File: config.mk
export PLATFORM = sky130hd
export DESIGN_NAME = qif_spike_monitor
export DESIGN_NICKNAME = d
export VERILOG_FILES = /design/src/rtl/qif_pkg.sv /design/src/rtl/qif_isi_fifo.sv /design/src/rtl/qif_spike_monitor.sv
export SDC_FILE = /design/constraint.sdc
export NUM_CORES = 1
export LEC_CHECK = 0
export ABC_CLOCK_PERIOD_IN_PS = 6610
export CAP_MARGIN = 15
export CORE_MARGIN = 2
export CORE_UTILIZATION = 48
export DETAILED_ROUTE_END_ITERATION = 12
export PLACE_DENSITY_LB_ADDON = 0.12
export SYNTH_ARGS = -nofsm -noshare
export SYNTH_HDL_FRONTEND = slang
export SYNTH_HIERARCHICAL = 1
export SYNTH_SLANG_ARGS = --single-unit
File: constraint.sdc
create_clock -name clk -period 6.61 [get_ports clk]
set_clock_uncertainty 0.05 [all_clocks]
set_input_delay 1.983 -clock clk [delete_from_list [all_inputs] [get_ports clk]]
set_output_delay 1.983 -clock clk [all_outputs]
set_load 0.05 [all_outputs]
File: src/rtl/qif_pkg.sv
`default_nettype none
// ============================================================================
// Package     : qif_pkg
// Description : Default widths and a saturating-increment helper for the
//               QIF spike monitor.
// Revision    : 1.0 - initial release
// ============================================================================
package qif_pkg;

    localparam int ISI_W_DEF      = 16;
    localparam int CNT_W_DEF      = 8;
    localparam int WIN_W_DEF      = 16;
    localparam int FIFO_DEPTH_DEF = 4;

    // Increment, holding at the all-ones value of a WIDTH-bit field.
    function automatic logic [31:0] sat_inc(input logic [31:0] val, input int width);
        logic [31:0] max_v;
        max_v = (32'd1 << width) - 32'd1;
        return (val >= max_v) ? max_v : val + 32'd1;
    endfunction

endpackage
`default_nettype wire

File: src/rtl/qif_isi_fifo.sv
`default_nettype none
// ============================================================================
// Module      : qif_isi_fifo
// Description : First-word-fall-through synchronous FIFO for ISI samples.
// Revision    : 1.0 - initial release
// ============================================================================
module qif_isi_fifo #(
    parameter int WIDTH = 16,
    parameter int DEPTH = 4
) (
    input  logic             clk,
    input  logic             rst_n,
    input  logic             push,
    input  logic [WIDTH-1:0] wdata,
    input  logic             pop,
    output logic             full,
    output logic             empty,
    output logic [WIDTH-1:0] rdata
);

    localparam int AW = (DEPTH > 1) ? $clog2(DEPTH) : 1;
    localparam logic [AW-1:0] c_ptr_one   = AW'(1);
    localparam logic [AW:0]   c_cnt_one   = (AW + 1)'(1);
    localparam logic [AW:0]   c_cnt_depth = (AW + 1)'(DEPTH);

    logic [WIDTH-1:0] mem_q [DEPTH];
    logic [WIDTH-1:0] mem_d [DEPTH];
    logic [AW-1:0]    wr_ptr_q, wr_ptr_d;
    logic [AW-1:0]    rd_ptr_q, rd_ptr_d;
    logic [AW:0]      count_q,  count_d;
    logic             w_pop;
    logic             w_push;

    assign full  = (count_q == c_cnt_depth);
    assign empty = (count_q == '0);
    assign rdata = mem_q[rd_ptr_q];

    // A pop frees a slot in the same cycle, so a push into a full FIFO is
    // still accepted when the head is leaving.
    assign w_pop  = pop & ~empty;
    assign w_push = push & (~full | w_pop);

    always_comb begin
        mem_d    = mem_q;
        wr_ptr_d = wr_ptr_q;
        rd_ptr_d = rd_ptr_q;
        count_d  = count_q;
        if (w_push) begin
            mem_d[wr_ptr_q] = wdata;
            wr_ptr_d        = wr_ptr_q + c_ptr_one;
        end
        if (w_pop) begin
            rd_ptr_d = rd_ptr_q + c_ptr_one;
        end
        if (w_push && !w_pop) begin
            count_d = count_q + c_cnt_one;
        end else if (!w_push && w_pop) begin
            count_d = count_q - c_cnt_one;
        end
    end

    always_ff @(posedge clk or negedge rst_n) begin
        if (!rst_n) begin
            mem_q    <= '{default: '0};
            wr_ptr_q <= '0;
            rd_ptr_q <= '0;
            count_q  <= '0;
        end else begin
            mem_q    <= mem_d;
            wr_ptr_q <= wr_ptr_d;
            rd_ptr_q <= rd_ptr_d;
            count_q  <= count_d;
        end
    end

endmodule
`default_nettype wire

File: src/rtl/qif_spike_monitor.sv
`default_nettype none
// ============================================================================
// Module      : qif_spike_monitor
// Description : Spike edge detector, inter-spike-interval FIFO and windowed
//               spike-rate counter for the QIF neuron output.
// Revision    : 1.0 - initial release
// ============================================================================
module qif_spike_monitor
    import qif_pkg::*;
#(
    parameter int ISI_W      = ISI_W_DEF,
    parameter int CNT_W      = CNT_W_DEF,
    parameter int WIN_W      = WIN_W_DEF,
    parameter int FIFO_DEPTH = FIFO_DEPTH_DEF
) (
    input  logic             clk,
    input  logic             rst_n,
    input  logic             ena,
    input  logic             spike_in,
    input  logic [WIN_W-1:0] win_len,
    input  logic             clr_ovf,
    output logic             spike_edge,
    output logic [CNT_W-1:0] rate_out,
    output logic             rate_valid,
    output logic [ISI_W-1:0] isi_data,
    output logic             isi_valid,
    input  logic             isi_ready,
    output logic             overflow
);

    localparam logic [WIN_W-1:0] c_win_one = WIN_W'(1);
    localparam logic [ISI_W-1:0] c_isi_one = ISI_W'(1);

    logic             spike_q,      spike_d;
    logic             spike_edge_q, spike_edge_d;
    logic             armed_q,      armed_d;
    logic [ISI_W-1:0] isi_cnt_q,    isi_cnt_d;
    logic [WIN_W-1:0] win_lat_q,    win_lat_d;
    logic [WIN_W-1:0] win_cnt_q,    win_cnt_d;
    logic [CNT_W-1:0] spike_cnt_q,  spike_cnt_d;
    logic [CNT_W-1:0] rate_out_q,   rate_out_d;
    logic             rate_valid_q, rate_valid_d;
    logic             overflow_q,   overflow_d;

    logic             w_edge;
    logic             w_push;
    logic             w_full;
    logic             w_empty;
    logic             w_drop;
    logic             w_idle;
    logic             w_last;
    logic [CNT_W-1:0] w_spk_inc;

    assign w_edge = spike_in & ~spike_q & ena;
    assign w_push = w_edge & armed_q;
    // Full implies non-empty, so a ready consumer always frees the slot.
    assign w_drop = w_push & w_full & ~isi_ready;

    // Edge detector and ISI counter
    always_comb begin
        spike_d      = spike_in;
        spike_edge_d = w_edge;
        armed_d      = armed_q | w_edge;
        isi_cnt_d    = isi_cnt_q;
        if (w_edge) begin
            isi_cnt_d = c_isi_one;
        end else if (armed_q && ena) begin
            isi_cnt_d = ISI_W'(sat_inc(32'(isi_cnt_q), ISI_W));
        end
        overflow_d = w_drop | (overflow_q & ~clr_ovf);
    end

    // Window: win_lat == 0 means idle; win_len is sampled whenever a new
    // window is about to begin, including every idle cycle.
    assign w_idle    = (win_lat_q == '0);
    assign w_last    = ~w_idle & ena & (win_cnt_q == (win_lat_q - c_win_one));
    assign w_spk_inc = w_edge ? CNT_W'(sat_inc(32'(spike_cnt_q), CNT_W)) : spike_cnt_q;

    always_comb begin
        win_lat_d    = win_lat_q;
        win_cnt_d    = win_cnt_q;
        spike_cnt_d  = spike_cnt_q;
        rate_out_d   = rate_out_q;
        rate_valid_d = 1'b0;
        if (w_idle) begin
            win_lat_d   = win_len;
            win_cnt_d   = '0;
            spike_cnt_d = '0;
        end else if (w_last) begin
            rate_out_d   = w_spk_inc;
            rate_valid_d = 1'b1;
            spike_cnt_d  = '0;
            win_cnt_d    = '0;
            win_lat_d    = win_len;
        end else if (ena) begin
            win_cnt_d   = win_cnt_q + c_win_one;
            spike_cnt_d = w_spk_inc;
        end
    end

    always_ff @(posedge clk or negedge rst_n) begin
        if (!rst_n) begin
            spike_q      <= 1'b0;
            spike_edge_q <= 1'b0;
            armed_q      <= 1'b0;
            isi_cnt_q    <= '0;
            win_lat_q    <= '0;
            win_cnt_q    <= '0;
            spike_cnt_q  <= '0;
            rate_out_q   <= '0;
            rate_valid_q <= 1'b0;
            overflow_q   <= 1'b0;
        end else begin
            spike_q      <= spike_d;
            spike_edge_q <= spike_edge_d;
            armed_q      <= armed_d;
            isi_cnt_q    <= isi_cnt_d;
            win_lat_q    <= win_lat_d;
            win_cnt_q    <= win_cnt_d;
            spike_cnt_q  <= spike_cnt_d;
            rate_out_q   <= rate_out_d;
            rate_valid_q <= rate_valid_d;
            overflow_q   <= overflow_d;
        end
    end

    qif_isi_fifo #(
        .WIDTH (ISI_W),
        .DEPTH (FIFO_DEPTH)
    ) u_isi_fifo (
        .clk   (clk),
        .rst_n (rst_n),
        .push  (w_push),
        .wdata (isi_cnt_q),
        .pop   (isi_ready),
        .full  (w_full),
        .empty (w_empty),
        .rdata (isi_data)
    );

    assign spike_edge = spike_edge_q;
    assign rate_out   = rate_out_q;
    assign rate_valid = rate_valid_q;
    assign isi_valid  = ~w_empty;
    assign overflow   = overflow_q;

endmodule
`default_nettype wire

; ---- Word-level counts from Yosys, hierarchy flattened
; Cells that the tools add are included.
[totals]
register_bits = 140
input_bits = 22
output_inout_bits = 28
[classes]
add_sub_neg = 8
magnitude_cmp = 5
eq_ne = 2
mux = 23
n_bitwise = 21
reduce_logical = 13
[ops]
columns = operator, n
row1 = 16-bit 2-to-1 mux, 11
row2 = 64-bit bitwise mux, 1
row3 = 8-bit 2-to-1 mux, 5
row4 = 16-bit by 1-bit adder with 16-bit output (second input constant), 2
row5 = 16-bit binary-select mux with 2-bit select, 1
row6 = 16-bit demux with 2-bit select, 1
row7 = 16-bit == test, 1
row8 = 16-bit >= comparator (second input constant), 1
row9 = 16-bit zero test, 1
row10 = 16-bit by 1-bit subtractor with 16-bit output (second input constant), 1
row11 = 1-bit bitwise AND, 10
row12 = 8-bit by 1-bit adder with 8-bit output (second input constant), 1
row13 = 8-bit >= comparator (second input constant), 1
row14 = 3-bit >= comparator (second input constant), 2
row15 = 3-bit 2-to-1 mux, 2
row16 = 1-bit inverter, 6
row17 = 2-bit inverter with 3-bit output, 2
row18 = 2-bit nonzero test, 3
row19 = 2-bit by 1-bit adder with 2-bit output (second input constant), 2
row20 = 1-bit logical AND, 4
row21 = 3-bit by 1-bit adder with 3-bit output (second input constant), 1
row22 = 3-bit == test (second input constant), 1
row23 = 3-bit zero test, 1
row24 = 3-bit by 1-bit less-than comparator with 1-bit output (second input constant), 1
row25 = 6 further kinds, 10

; ---- Depth between registers and ports, before layout
; Gate-level depths: netlist of run 1.
[logic_depth]
word_depth = 9
depth_mapped = 12
ltp_nobuf = 10

; ---- Modules after synthesis
; Netlist of run 1, hierarchy kept.
[modules_own_cells]
columns = mod, n_inst, cells_each, area_per_inst_um2, seq_area_each_um2
row1 = qif_spike_monitor, 1, 404, 3844.9, 1726.7
row2 = qif_isi_fifo, 1, 191, 3195.6, 1776.7

; ---- Worst setup path after synthesis of run 1
; No wires, ideal clock.
[synth_timing]
path_type = input -> register
startpoint = input port ena
endpoint = register u_isi_fifo.count_q[2]
setup_time_ns = 0.079
t_arrival_ns = 3.884
required_time_ns = 6.481
setup_slack_ns = 2.596
cell_stages = 11
cell_sequence = clkbuf_1 -> nand3b_1 -> inv_1 -> and2_1 -> and2b_2 -> ha_1 -> inv_1 -> fa_1 -> xor2_1 -> nor2_1 -> xor2_1
[synth_via]
elab_chain_len = 6
elab_cells_between_ends = 8
[synth_rtl]
columns = element, line_no
row1 = "start, declared", qif_spike_monitor.sv:18  ; input logic ena,
row2 = 1-bit bitwise AND *, qif_spike_monitor.sv:54  ; assign w_edge = spike_in & ~spike_q & ena;
row3 = 1-bit bitwise AND *, qif_spike_monitor.sv:55  ; assign w_push = w_edge & armed_q;
row4 = net w_push, qif_spike_monitor.sv:46  ; logic w_push;
row5 = 1-bit bitwise AND *, qif_isi_fifo.sv:41  ; assign w_push = push & (~full | w_pop);
row6 = net u_isi_fifo.w_push, qif_isi_fifo.sv:32  ; logic w_push;
row7 = 1-bit zero test, qif_isi_fifo.sv:57  ; end else if (!w_push && w_pop) begin
row8 = 1-bit logical AND, qif_isi_fifo.sv:57
row9 = 2-bit nonzero test (no source line), -
row10 = "end signal, assigned", qif_isi_fifo.sv:72  ; count_q <= count_d;
row11 = "end, declared", qif_isi_fifo.sv:30  ; logic [AW:0] count_q, count_d;
; The timed path passes the listed nets; every way through them passes the cells marked *.
; A chain may end at the register's enable or synchronous reset.

; ---- Final worst setup path of run 1
[layout_timing]
startpoint = register u_isi_fifo.rd_ptr_q[0]
endpoint = output port isi_data[13]
[layout_via]
elab_chain_len = 4
[layout_rtl]
columns = element, line_no
row1 = "start, declared", qif_isi_fifo.sv:29  ; logic [AW-1:0] rd_ptr_q, rd_ptr_d;
row2 = "start signal, assigned", qif_isi_fifo.sv:71  ; rd_ptr_q <= rd_ptr_d;
row3 = 2-bit inverter with 3-bit output (implied by the code), qif_isi_fifo.sv:36  ; assign rdata = mem_q[rd_ptr_q];
row4 = 16-bit binary-select mux with 2-bit select, qif_isi_fifo.sv:36
row5 = 16-bit 2-to-1 mux (implied by the code) (2 in series), qif_isi_fifo.sv:36
row6 = "end, declared", qif_spike_monitor.sv:25  ; output logic [ISI_W-1:0] isi_data,
; Every way passes these cells. The select of a mux whose other input is x is not followed.

==> run metrics, run 1 <==
crit end category=primary output; P per Cell Area=339 nW/um2; Final Hold Vio Count=0; Synthesis Warnings=6; final instance area=just over 8000 um2; Starting Density=48.8%; DP Area=7640 um2; drt initial violations=220; CP Class=flip-flop to primary output; Least-Margin Pin Slew=between 0.9 and 1 ns; DRC Markers=0; Post-Syn Instances=about 600; Leak=3.59 nW; share of cells above drive strength 1=22.0%; port bufs=49; Post-CTS Resized=0; TritonCTS clock tree=built; clk sinks=140; Final Critical Period=4.84 ns; Post-Synthesis Cell Area=7040 um2; max-slew violations=0; Antenna Cells=0; register area share after synthesis=49.8%; Final Net Count=675; Top Ports=50; Unique masters post-synth=65; vias in the first global route=approximately 4700; critical path peak fanout=13; number of synthesized flops with an enable pin=0; first-pass GRT wire length=between 20000 and 25000 um; initial antenna violation count=0; Worst EP required=4.58 ns; H-tree levels=4; R2R setup slack=roughly 2.8 ns; clock buffer depth=2; Chip Height=125 um; Slew headroom=35.5%; die area=15700 um2; gpl congestion=0.840; later-pin clock latency in the skew report=roughly 0.42 ns; Arr. time, crit path=2.81 ns; fin util=a little under three fifths; dpl hpwl=9730 um; R2R Path Start=win_lat_q[0]$_DFFE_PN0P_; Tcrit/Tclk final=around three quarters; MaxCap Viol Count=0; hold buffer count at cts=0; post-route antenna net violation count=0; Die Span X=125 um; Via Count=4800; crit path from=u_isi_fifo/rd_ptr_q[0]$_DFFE_PN0P_; post-CTS setup buffers=0; Via density=roughly 5.7; wire per inst=17.0 um; syn avg cell area=about 12 um2; GR Util All Layers=between 10% and 20%; R2R Path End=win_lat_q[5]$_DFFE_PN0P_; core area=14400 um2; Final TNS setup=0 ns; grt total ovfl=0; clk root buf=clkbuf_16; Synth async-reset ratio=100%; largest net degree at the start of global routing=107; CTS Buf Count=17; FF-to-FF path depth=9; crit start category=flip-flop; first-pass iteration count of the detailed router=5; Fin Hold WS=approximately 0.43 ns; syn_nets=627; #FFs+latches synth=140; Total Wirelength=between 10000 and 15000 um; post-layout power=about 0.0028 W; Syn-to-layout area delta=16.8%; status=finished clean; FMAX=around 210 MHz; row cnt=44; clock-pin slew of the registers on the worst-case setup and hold paths=0.06 ns; RSZ-0062 raised after global routing=no; Top FF cell, synth=dfrtp_1; Setup-failing EPs final=0; crit path capture=isi_data[13]; type of the worst min-delay path=flip-flop to flip-flop; VDD IR-drop max=0.174 mV
## per-stage QoR
| step | cells | setup slack (ns) |
|---|---|---|
| after floorplan | 595 | 2.60 |
| after global placement | 808 | 1.44 |
| after detailed placement | 808 | 1.33 |
| after CTS | 840 | 1.68 |
| after global routing | 840 | 1.52 |
| final | 840 | 1.77 |
## kinds of logic (layout without fill, tap and decap cells)
kind of cell / count (synthesis) / after routing / share of synthesized area, %
XOR/XNOR: 39 / 39 / 4.85
multiplexers: 94 / 94 / 17.8
buffers and inverters: 38 / 99 / 3.00
AO/OA/AOI/OAI: 91 / 91 / 8.78
adder cells (fa/ha/maj): 10 / 10 / 1.88
flip-flops: 140 / 140 / 49.8
AND/OR/NAND/NOR: 183 / 183 / 13.9
## synthesized netlist by cell type, drive strengths merged (2+ instances only)
master	instances	area, um2
a211oi	2	15.0
a21o	2	15.0
a21oi	26	130
a22o	6	52.6
a31oi	7	43.8
a41oi	2	17.5
and2	5	31.3
and3	6	37.5
and4	2	17.5
buf	13	108
clkbuf	12	55.1
dfrtp	140	3500
ha	9	113
inv	13	48.8
mux2	77	882
mux4	16	360
nand2	35	139
nand2b	8	50.1
nand3	16	80.1
nand3b	9	67.6
nand4	6	37.5
nand4b	2	32.5
nor2	54	213
nor3	16	80.1
nor3b	3	22.5
nor4	3	18.8
nor4b	4	50.1
o211ai	2	15.0
o21ai	20	100
o22a	6	52.6
o31ai	4	30.0
or2	4	25.0
or3	4	25.0
or4	2	15.0
or4b	3	30.0
xnor2	20	175
xor2	19	166
## cells in the final DEF, fill, tap and decap left out, types with 6 or more instances in the layout
cell / count
a21oi_1: 26
a22o_1: 6
a31oi_1: 7
and3_1: 6
clkbuf_16: 17
clkdlybuf4s50_1: 48
dfrtp_1: 140
ha_1: 9
inv_1: 13
mux2_2: 73
mux4_2: 16
nand2_1: 34
nand2b_1: 8
nand3_1: 16
nand3b_1: 9
nand4_1: 6
nor2_1: 50
nor3_1: 16
o21ai_0: 14
o21ai_1: 6
o22a_1: 6
xnor2_1: 20
xor2_1: 19
## power by group
| part | internal (W) | leakage [nW] | switching, W |
|---|---|---|---|
| Sequential | 0.00100 | 1.84 | 0.000190 |
| Combinational | 0.000329 | 1.46 | 0.000327 |
| Clock | 0.000585 | 0.294 | 0.000355 |
## layer usage
layer	GRT usage, %	wire (um)	part of all wire [%]
met5	0	0	0
met3	5.01	589	4.1
met4	6.08	149	1.0
met1	28.3	6940	49
met2	29.3	6600	46
## how the worst min path moves through the flow
| stage | startpoint | end | slack (ns) | depth (start not counted) |
|---|---|---|---|---|
| after floorplan | armed_q$_DFF_PN0_ | armed_q$_DFF_PN0_ | 0.41 | 1 |
| after global placement | rate_out[5]$_DFFE_PN0P_ | rate_out[5]$_DFFE_PN0P_ | 0.42 | 1 |
| after detailed placement | rate_out[3]$_DFFE_PN0P_ | rate_out[3]$_DFFE_PN0P_ | 0.42 | 1 |
| after CTS | rate_out[5]$_DFFE_PN0P_ | rate_out[5]$_DFFE_PN0P_ | 0.43 | 1 |
| after global routing | rate_out[5]$_DFFE_PN0P_ | rate_out[5]$_DFFE_PN0P_ | 0.45 | 1 |
| final | rate_out[5]$_DFFE_PN0P_ | rate_out[5]$_DFFE_PN0P_ | 0.43 | 1 |
## area by class of cell
cell class / count / area, um2
Clock buffer: 22 / 474
Clock inverter: 10 / 115
Fill cell: 1195 / 6200
Inverter: 13 / 48.8
Multi-Input combinational cell: 417 / 3330
Sequential cell: 140 / 3500
Tap cell: 184 / 230
Timing Repair Buffer: 54 / 529
## registers in the layout, indices dropped and copies added, names as in the netlist, 2 cells and up
name / cells
u_isi_fifo/count_q: 3
win_lat_q: 16
rate_out: 8
u_isi_fifo/rd_ptr_q: 2
spike_cnt_q: 8
u_isi_fifo/mem_q: 64
win_cnt_q: 16
u_isi_fifo/wr_ptr_q: 2
isi_cnt_q: 16
## worst max-delay path, stage by stage (launching register included)
cell,delay (ns)
dfrtp_1,0.85
buf_4,0.31
mux4_2,0.52
clkdlybuf4s50_1,0.71
No activity file was read; power rests on OpenSTA's default activity.
==> run 2: changes to the inputs <==
--- a/config.mk
+++ b/config.mk
@@ -5,7 +5,7 @@
 export SDC_FILE = /design/constraint.sdc
 export NUM_CORES = 1
 export LEC_CHECK = 0
-export ABC_CLOCK_PERIOD_IN_PS = 6610
+export ABC_CLOCK_PERIOD_IN_PS = 4760
 export CAP_MARGIN = 15
 export CORE_MARGIN = 2
 export CORE_UTILIZATION = 48
==> constraint.sdc (replaced) <==
create_clock -name clk -period 4.76 [get_ports clk]
set_clock_uncertainty 0.05 [all_clocks]
set_input_delay 1.428 -clock clk [delete_from_list [all_inputs] [get_ports clk]]
set_output_delay 1.428 -clock clk [all_outputs]
set_load 0.05 [all_outputs]
==> run metrics, run 2 (synthesis results as in run 1) <==
GR Util All Layers=20.6% (+0.98 points); Via Count=4788 (-0.25%); clk root buf=clkbuf_16; post-CTS setup buffers=0 (unchanged); H-tree levels=4 (unchanged); clock-pin slew of the registers on the worst-case setup and hold paths=0.06 ns (about the same); drt initial violations=276 (+25%); dpl ws=0.772 ns (-0.555 ns); Chip Height=125 um (unchanged); Syn-to-layout area delta=17.2%; largest reg by FF count=u_isi_fifo/mem_q; TritonCTS clock tree=built; max reg flops=64 (unchanged); slowest stage delay, CP=0.89 ns (+0.04 ns); Post-CTS Resized=0 (unchanged); die area=15700 um2 (unchanged); Least-Margin Pin Slew=0.843 ns (-0.125 ns); commonest non-fill, non-tap cell in the layout=dfrtp_1; DP Cell Count=813 (+0.62%); first-pass GRT wire length=25900 um (+5.3%); FF-to-FF path depth=9 (unchanged); Arr. time, crit path=2.49 ns (-0.32 ns); Final Hold Vio Count=0 (unchanged); DRC Markers=0 (unchanged); initial antenna violation count=0 (unchanged); CP cell instances=mux4_2 > clkdlybuf4s50_1; row cnt=44 (unchanged); PnR worst setup slack=0.792 ns (-0.979 ns); wire per inst=17.5 um (+2.8%); hold path start=rate_out[3]$_DFFE_PN0P_; type of the worst min-delay path=flip-flop to flip-flop; max-slew violations=0 (unchanged); VDD IR-drop max=0.284 mV (+63%); crit start category=flip-flop; Top Ports=50 (unchanged); Die Span X=125 um (unchanged); Layout Cells excl Fill=844 (+0.48%); crit end category=primary output; clk sinks=140 (unchanged); dpl hpwl=9930 um (+2.0%); Final TNS setup=0 ns (unchanged); post-layout power=0.00388 W (+39%); CP Class=flip-flop to primary output; R2R Path End=win_lat_q[3]$_DFFE_PN0P_; clock buffer depth=2 (unchanged); Starting Density=48.8% (unchanged); Final Critical Period=3.97 ns; MaxCap Viol Count=0 (unchanged); Tcrit/Tclk final=83.4%; most frequent cells in the layout=dfrtp_1 (140), mux2_2 (73), nor2_1 (50); core area=14400 um2 (unchanged); post-route antenna net violation count=0 (unchanged); share of cells above drive strength 1=22.3% (+0.32 points); hold path cells=1 (unchanged); largest net degree at the start of global routing=91 (-15%); gpl congestion=0.868 (+3.3%); Antenna Cells=0 (unchanged); hold buffer count at cts=0 (unchanged); Worst EP required=3.28 ns (-1.30 ns); first-pass iteration count of the detailed router=4 (-1); Final Net Count=680 (+0.74%); Slew headroom=43.8% (+8.3 points); status=finished clean; port bufs=49 (unchanged); R2R setup slack=1.24 ns (-1.54 ns); FMAX=between 200 and 300 MHz; later-pin clock latency in the skew report=0.42 ns (about the same); Via density=5.67 (-0.72%); vias in the first global route=5089 (+8.1%); Worst Hold Endpoint=rate_out[3]$_DFFE_PN0P_; Slowest cell on crit path=dfrtp_1; fin util=57.2% (+0.19 points); R2R Path Start=win_lat_q[0]$_DFFE_PN0P_; Total Wirelength=14700 um (+3.3%); P per Cell Area=470 nW/um2 (+39%); grt total ovfl=0 (unchanged); Setup-failing EPs final=0 (unchanged); RSZ-0062 raised after global routing=no; Leak=3.61 nW (+0.45%); critical path peak fanout=17 (+4); CTS Buf Count=17 (unchanged)
==> run 2: metrics by stage <==
| step | cell area (um2) | hold WS, ns |
|---|---|---|
| 2_1_floorplan | 7040 | 0.412 |
| 3_3_place_gp | 7670 | 0.415 |
| 3_5_place_dp | 7670 | 0.422 |
| 4_1_cts | 8250 | 0.440 |
| 5_1_grt | 8250 | 0.456 |
| 6_report | 8250 | 0.435 |
==> run 2: cell type report <==
class	count	area, um2
well taps	184	230
repair buffers	59	567
clock buffers	24	492
inverters	13	48.8
clock inverters	7	87.6
flip-flops and latches	140	3500
fillers	1203	6170
multi-input cells	417	3330
==> run 2: worst max-delay path, delay by kind of cell (launching register included) <==
family   cells  cell delay (ns)
mux          1             0.37
flops        1             0.89
buf+inv      1             0.81
==> run 2: worst max-delay path by stage <==
stage	startpoint	depth (start not counted)	slack, ns	end
finish	u_isi_fifo/rd_ptr_q[1]$_DFFE_PN0P_	2	0.79	isi_data[1]
global route	u_isi_fifo/rd_ptr_q[1]$_DFFE_PN0P_	2	0.69	isi_data[1]
CTS	u_isi_fifo/rd_ptr_q[1]$_DFFE_PN0P_	2	0.75	isi_data[1]
detailed placement	ena	7	0.77	win_lat_q[0]$_DFFE_PN0P_
global placement	ena	7	0.86	win_lat_q[3]$_DFFE_PN0P_
floorplan	ena	11	1.30	u_isi_fifo/count_q[2]$_DFFE_PN0P_
==> run 2: power breakdown <==
part,internal (W),switching [W]
registers,0.00140,0.000230
clock network,0.000820,0.000484
logic,0.000459,0.000489
total,0.00267,0.00120
==> run 2: routing by layer <==
layer  up-vias  global-route usage [%]  share of wire, %
met2        93                    32.3                49
met3         6                    4.62               3.8
met1      2422                    28.5                47
met5         -                       0                 0
li1       2267                       -                 -
met4         0                    7.06              0.59
